--- config.mk ---
export PLATFORM = sky130hd
export DESIGN_NAME = hazard_ctrl
export DESIGN_NICKNAME = d
export VERILOG_FILES = /design/src/rtl/hazard_ctrl.sv
export SDC_FILE = /design/constraint.sdc
export NUM_CORES = 1
export LEC_CHECK = 0
export BUFFER_PORTS_ARGS = -buffer_cell sky130_fd_sc_hd__buf_2
export CORE_ASPECT_RATIO = 0.6
export CORE_MARGIN = 5
export CORE_UTILIZATION = 44
export DETAILED_ROUTE_END_ITERATION = 7
export PLACE_DENSITY = 0.79
export SETUP_SLACK_MARGIN = 0.1
export SLEW_MARGIN = 20
export SYNTH_ARGS = -nofsm -noshare
export SYNTH_HDL_FRONTEND = slang
export SYNTH_SLANG_ARGS = --single-unit
--- constraint.sdc ---
create_clock -name clk -period 2 [get_ports clk]
set_clock_uncertainty 0.05 [all_clocks]
set_input_delay 0.1 -clock clk [delete_from_list [all_inputs] [get_ports clk]]
set_output_delay 0.1 -clock clk [all_outputs]
set_load 0.03 [all_outputs]
--- src/rtl/hazard_ctrl.sv ---
// rtl/hazard_ctrl.sv - pipeline hazard, forwarding and data-memory wait controller
module hazard_ctrl #(
    parameter int MEM_TIMEOUT = 255,
    parameter int CNT_W       = 16
) (
    input  logic             clk,
    input  logic             rst,
    input  logic [4:0]       Rs_D,
    input  logic [4:0]       Rt_D,
    input  logic             Branch_D,
    input  logic             Branch_Taken_D,
    input  logic [4:0]       Rs_E,
    input  logic [4:0]       Rt_E,
    input  logic [4:0]       Write_Reg_E,
    input  logic             Reg_Write_E,
    input  logic             MemToReg_E,
    input  logic [4:0]       Write_Reg_M,
    input  logic             Reg_Write_M,
    input  logic             MemToReg_M,
    input  logic             Mem_Req_M,
    input  logic             Mem_Ready,
    input  logic [4:0]       Write_Reg_W,
    input  logic             Reg_Write_W,
    output logic             Stall_F,
    output logic             Stall_D,
    output logic             Stall_E,
    output logic             Stall_M,
    output logic             Flush_D,
    output logic             Flush_E,
    output logic             Bubble_W,
    output logic [1:0]       Forward_A_E,
    output logic [1:0]       Forward_B_E,
    output logic             Forward_A_D,
    output logic             Forward_B_D,
    output logic             Mem_Err,
    output logic [CNT_W-1:0] Stall_Cycles
);
    localparam int WAIT_W = $clog2(MEM_TIMEOUT + 1);

    typedef enum logic {RUN, MEM_WAIT} state_t;

    state_t            state_q, state_d;
    logic [WAIT_W-1:0] wait_cnt_q, wait_cnt_d;
    logic              mem_err_q, mem_err_d;
    logic [CNT_W-1:0]  stall_cnt_q, stall_cnt_d;

    logic mem_hold, load_use, branch_haz, at_limit;

    function automatic logic reg_match(input logic [4:0] x, input logic [4:0] r);
        return (r != 5'd0) && (x == r);
    endfunction

    assign at_limit = (wait_cnt_q == WAIT_W'(MEM_TIMEOUT));

    always_comb begin
        mem_hold   = (state_q == RUN) ? (Mem_Req_M && !Mem_Ready) : (!Mem_Ready && !at_limit);
        load_use   = MemToReg_E && (reg_match(Rs_D, Write_Reg_E) || reg_match(Rt_D, Write_Reg_E));
        branch_haz = Branch_D &&
                     ((Reg_Write_E && (reg_match(Rs_D, Write_Reg_E) || reg_match(Rt_D, Write_Reg_E))) ||
                      (MemToReg_M  && (reg_match(Rs_D, Write_Reg_M) || reg_match(Rt_D, Write_Reg_M))));
    end

    // Pipeline controls; memory hold dominates, then ID-stage hazards, then taken branch.
    always_comb begin
        Stall_F  = 1'b0;
        Stall_D  = 1'b0;
        Stall_E  = 1'b0;
        Stall_M  = 1'b0;
        Flush_D  = 1'b0;
        Flush_E  = 1'b0;
        Bubble_W = 1'b0;
        if (rst) begin
            Flush_E  = 1'b1;
            Bubble_W = 1'b1;
        end else if (mem_hold) begin
            Stall_F  = 1'b1;
            Stall_D  = 1'b1;
            Stall_E  = 1'b1;
            Stall_M  = 1'b1;
            Bubble_W = 1'b1;
        end else if (load_use || branch_haz) begin
            Stall_F = 1'b1;
            Stall_D = 1'b1;
            Flush_E = 1'b1;
        end else begin
            Flush_D = Branch_Taken_D;
        end
    end

    always_comb begin
        Forward_A_E = 2'b00;
        Forward_B_E = 2'b00;
        Forward_A_D = 1'b0;
        Forward_B_D = 1'b0;
        if (!rst) begin
            if (Reg_Write_M && reg_match(Rs_E, Write_Reg_M))      Forward_A_E = 2'b10;
            else if (Reg_Write_W && reg_match(Rs_E, Write_Reg_W)) Forward_A_E = 2'b01;
            if (Reg_Write_M && reg_match(Rt_E, Write_Reg_M))      Forward_B_E = 2'b10;
            else if (Reg_Write_W && reg_match(Rt_E, Write_Reg_W)) Forward_B_E = 2'b01;
            Forward_A_D = Reg_Write_M && reg_match(Rs_D, Write_Reg_M);
            Forward_B_D = Reg_Write_M && reg_match(Rt_D, Write_Reg_M);
        end
    end

    always_comb begin
        state_d     = state_q;
        wait_cnt_d  = wait_cnt_q;
        mem_err_d   = mem_err_q;
        stall_cnt_d = stall_cnt_q;
        case (state_q)
            RUN: begin
                if (mem_hold) begin
                    state_d    = MEM_WAIT;
                    wait_cnt_d = WAIT_W'(1);
                end
            end
            MEM_WAIT: begin
                if (Mem_Ready || at_limit) begin
                    state_d    = RUN;
                    wait_cnt_d = '0;
                    if (!Mem_Ready) mem_err_d = 1'b1;
                end else begin
                    wait_cnt_d = wait_cnt_q + WAIT_W'(1);
                end
            end
            default: begin
                state_d    = RUN;
                wait_cnt_d = '0;
            end
        endcase
        if (Stall_F && (stall_cnt_q != {CNT_W{1'b1}})) stall_cnt_d = stall_cnt_q + CNT_W'(1);
    end

    always_ff @(posedge clk or posedge rst) begin
        if (rst) begin
            state_q     <= RUN;
            wait_cnt_q  <= '0;
            mem_err_q   <= 1'b0;
            stall_cnt_q <= '0;
        end else begin
            state_q     <= state_d;
            wait_cnt_q  <= wait_cnt_d;
            mem_err_q   <= mem_err_d;
            stall_cnt_q <= stall_cnt_d;
        end
    end

    assign Mem_Err      = mem_err_q;
    assign Stall_Cycles = stall_cnt_q;
endmodule

Word-level counts from Yosys, hierarchy flattened
Index checks and enable logic that the tools add are counted.
W data, S select, Z words.

word-level totals
  register bits after elaboration = 26
  word-level logic and storage cells = 76
  bits of input ports = 46
  output and inout port bits = 30

cells by class
  add/subtract/negate cells = 2
  muxes and demuxes = 25
  bitwise operators = 2
  equal/unequal tests = 11
  reduce and logical (&&, ||, !) cells = 32

operators with widths
  kind                     number
  $eq A5 B5 Y1             8
  $logic_and A1 B1 Y1      21
  $mux W1                  17
  $add A16 B1 Y16 const B  1
  $mux W8                  2
  $ne A16 B16 Y1 const B   1
  $pmux W8 S2              1
  $reduce_bool A5 Y1       3
  $add A8 B1 Y8 const B    1
  $eq A8 B8 Y1 const B     1
  $mux W2                  4
  $logic_or A1 B1 Y1       5
  $reduce_and A3 Y1        1
  $logic_not A1 Y1         2
  $ne A2 B2 Y1 const B     1
  $not A1 Y1               2
  $pmux W1 S2              1

Logic depth before layout (Yosys ltp)
  depth after elaboration = 11
  gate-level depth with buffers = 9
  gate-level depth less buffers = 8

Worst setup path after synthesis
OpenSTA, ideal clock, no wires.

  path type = register -> register
  from = reg wait_cnt_q[0]
  to = reg stall_cnt_q[13], in the netlist Stall_Cycles[13]
  setup time = 0.134 ns
  path buffers = 0
  cell stages (with the launch flop) = 9
  setup slack = -0.395 ns
  data required time = 1.816 ns
  data arrival time = 2.210 ns
  clock period less this slack = 2.395 ns
  cells stage by stage = dfrtp_1 ha_1 and3_4 and3_4 and3_4 a211o_4 a31oi_2 nand3_1 xnor2_1

on the way
  word-level cells in the longest chain between the ends = 7

RTL lines
  item                      RTL line  RTL
  start: declaration        43        logic [WAIT_W-1:0] wait_cnt_q, wait_cnt_d;
  start signal: assignment  142       wait_cnt_q <= wait_cnt_d;
  $eq A8 B8 Y1              53        assign at_limit = (wait_cnt_q == WAIT_W'(MEM_TIMEOUT));
  $logic_not A1 Y1          56        mem_hold = (state_q == RUN) ? (Mem_Req_M && !Mem_Ready) : (!Mem_Ready && !at_limit);
  $logic_and A1 B1 Y1       56
  $mux W1                   56
  $mux W1 (2 in series)     -
  named net Stall_D         25        output logic Stall_D,
  $logic_and A1 B1 Y1       131       if (Stall_F && (stall_cnt_q != {CNT_W{1'b1}})) stall_cnt_d = stall_cnt_q + CNT_W'(1);
  end signal: assignment    144       stall_cnt_q <= stall_cnt_d;
  end: declaration          45        logic [CNT_W-1:0] stall_cnt_q, stall_cnt_d;

The timed path passes the listed nets, and every way through them passes these cells.
A chain may end at the register's enable or synchronous reset.

Final worst setup path
  from = reg wait_cnt_q[1]
  to = out Stall_E

on the way
  word-level cells in the longest chain between the ends = 6

RTL lines
  item                 RTL line  RTL
  $eq A8 B8 Y1         53
  $logic_not A1 Y1     56
  $logic_and A1 B1 Y1  56
  $mux W1              56
  $mux W1              75        end else if (mem_hold) begin
  $mux W1              72        if (rst) begin
  end: declaration     26        output logic Stall_E,

Every way passes these cells.

==> metrics.txt <==
vias in the first global route 1,804; port bufs 75; Remaining DRCs 0; Detail Route Antenna Nets 0; root buf cell clkbuf_8; flops & latches, synth 26; CP endpoint kind output port; multiplexer share of the synthesized area 0.007813; Mapped Area 1922 sq um; Die Y 61.20 microns; crit start category flop; Post-Syn Nets 265; vias per cell 5.283; # clock sinks 26; GRT Total Usage 0.1845; maximum VDD drop 358.2 uV; crit-path max FO 4; Async S/R FF share, synth 1.000; Final Critical Period 2247 ps; Worst-Skew Late Latency 280 ps; highest-count cells in the layout ignoring fill and taps buf_2 (68), xnor2_1 (31), dfrtp_1 (26), xor2_1 (21), buf_4 (15); xor/xnor share of the synthesized area 0.2552; pwr/cell area 626.0 nW/um^2; Final Max Slew Viols 0; dpl hpwl 4266 microns; max incr delay on CP 400 ps; sequential cell area fraction in the yosys report 0.3385; Synth area leaders dfrtp_1 (34%), xnor2_1 (16%), xor2_1 (9.6%); slew margin rel. 0.4410; failing checks negative setup slack; clock transition at the registers of the reported paths 90 ps; final hold vios 0; global route overflow 0; core area 4167 sq um; TritonCTS clock tree done; vias 1,939; largest family of logic cells by synthesized area simple AND/OR/NAND/NOR gates; worst slew pin tran 838.4 ps; RSZ-0062 raised after global routing yes; Final setup viols 24; most common cell after layout, fill and taps aside buf_2; CTS max path bufs 2; static leakage 1.341 nW; Primary FF master, synth dfrtp_1; Data required, critical path 1850 ps; Avg WL per Cell 15.19 microns; proportion of layout cells with a drive suffix above 1 0.4397; net count reported at finish 356; yosys warns 0; Tcrit/Tclk final 1.124; worst path cell trace ha_2, and3_4, and3_4, and3_4, a211o_4, buf_6, nor2_4, buf_6; fmax 0.4450 GHz; Synth Area in Compound Gates 0.07487; status finished, violations left; drt pass-1 iters 4; DRT Wirelength 5574 microns; drt initial violations 74; largest net degree at the start of global routing 30; CTS Buf Count 3; Area Overhead vs Synth 47.46%; most frequent CP cell and3_4; pre-CTS worst setup slack -106.0 ps; CP bufs+invs 2; first-pass GRT wire length 8431 microns; Arr. time, crit path 2100 ps; Yosys top cell area share 0.3385; top cell family by delay on the critical path simple AND/OR/NAND/NOR gates; Pwr Total 1.774 mW; Hold Crit Class primary input to flop; I/O Pins 76; initial antenna violation count 0; Syn Area/Cell 8.856 sq um; adder-cell share of the synthesized area 0.01302; Post-synth EDFFs 0; post-route setup slack -247.4 ps; Crit Path Class flop to output port; Die ar. 5833 sq um; Starting Density 0.4613; Post-Synth Simple-Gate Area 0.2715; ANT cells 0; Synth area leader dfrtp_1; Crit-path slowest cell dfrtp_1; H-tree depth 1; gate count of the mapped netlist 217; Die Span X 95.32 microns; Final Wtd Congestion 0.8844; Max Cap Viol 0; Core Rows 18; Netlist cell types 35
[routing by layer]
metal / up-vias / global-route usage / part of all wire
met2: 62 / 0.3025 / 0.47
met5: - / 0 / 0
met4: 0 / 0.03491 / 0.0068
li1: 937 / - / -
met1: 936 / 0.2574 / 0.45
met3: 4 / 0.03785 / 0.068
[per-stage QoR]
step	hold WS [ps]	setup TNS (ps)	instances	util	instance area, sq um
2_1_floorplan	238.7	-1065	217	-	1964
3_3_place_gp	287.9	-183.0	356	0.5934	2472
3_5_place_dp	292.4	-1027	356	0.5934	2472
4_1_cts	111.0	-2874	364	0.6375	2656
5_1_grt	130.9	-5920	367	0.6802	2834
6_report	141.4	-4560	367	0.6802	2834
[layout make-up]
| type | instances | area (sq um) |
|---|---|---|
| Tap cell | 60 | 75.07 |
| Clock buffer | 3 | 41.29 |
| Inverter | 4 | 18.77 |
| Multi-Input combinational cell | 177 | 1398 |
| Timing Repair Buffer | 96 | 620.6 |
| Sequential cell | 26 | 650.6 |
| Clock inverter | 1 | 30.03 |
| Fill cell | 321 | 1333 |
[timing repair]
item | 4_1_cts | 5_1_grt
setup buffers | 3 | 3
hold buffers | 1 | 0
resized for setup | 27 | 24
cloned | 0 | 1
setup endpoints to repair | 25 | 29
pin swaps | 7 | 17
hold endpoints to repair | 15 | 0
[state kept, by name (all words and copies together) (netlist names)]
name and flops:
Stall_Cycles 16, wait_cnt_q 8, Mem_Err 1, state_q 1
[logic make-up (layout without fill, tap and decap cells)]
family                   Yosys count  after routing
AO/OA/AOI/OAI                     21             21
AND/OR/NAND/NOR                   97             97
XOR/XNOR                          56             56
buffers and inverters             14            104
flip-flops                        26             26
multiplexers                       1              1
adder cells (fa/ha/maj)            2              2
[power breakdown]
group | switching [mW] | internal [mW] | total (mW)
clock network | 0.170 | 0.268 | 0.438
registers | 0.0879 | 0.584 | 0.672
logic | 0.371 | 0.293 | 0.664
[cell usage after synthesis, types with 2 or more instances]
master	count
and3_1	10
xor2_1	21
nand4b_1	2
ha_1	2
buf_4	2
nor3b_1	3
nor2_1	16
nor3_1	9
nand3_1	21
and3_4	3
inv_1	4
o21ai_0	10
xnor2_1	35
buf_2	6
dfrtp_1	26
nand4_1	4
a21oi_1	4
nand2_1	18
nor4_1	5
[worst min-delay path: stages]
cell and delay, ps:
buf_2 130, o31a_4 160, a21oi_4 30
[path summary, 6_finish.rpt]
kind	start	to	slack, ps	depth (start not counted)
setup / recovery	wait_cnt_q[1]	Stall_E	-250	8
hold reg to reg	Mem_Err	Mem_Err	420	1
max in group asynchronous	rst	wait_cnt_q[0]	1050	4
setup reg to reg	wait_cnt_q[1]	Stall_Cycles[12]	-240	10
hold / removal	Mem_Ready	wait_cnt_q[0]	140	3
min in group asynchronous	rst	Stall_Cycles[13]	550	4
(Power assumes the default switching activity.)
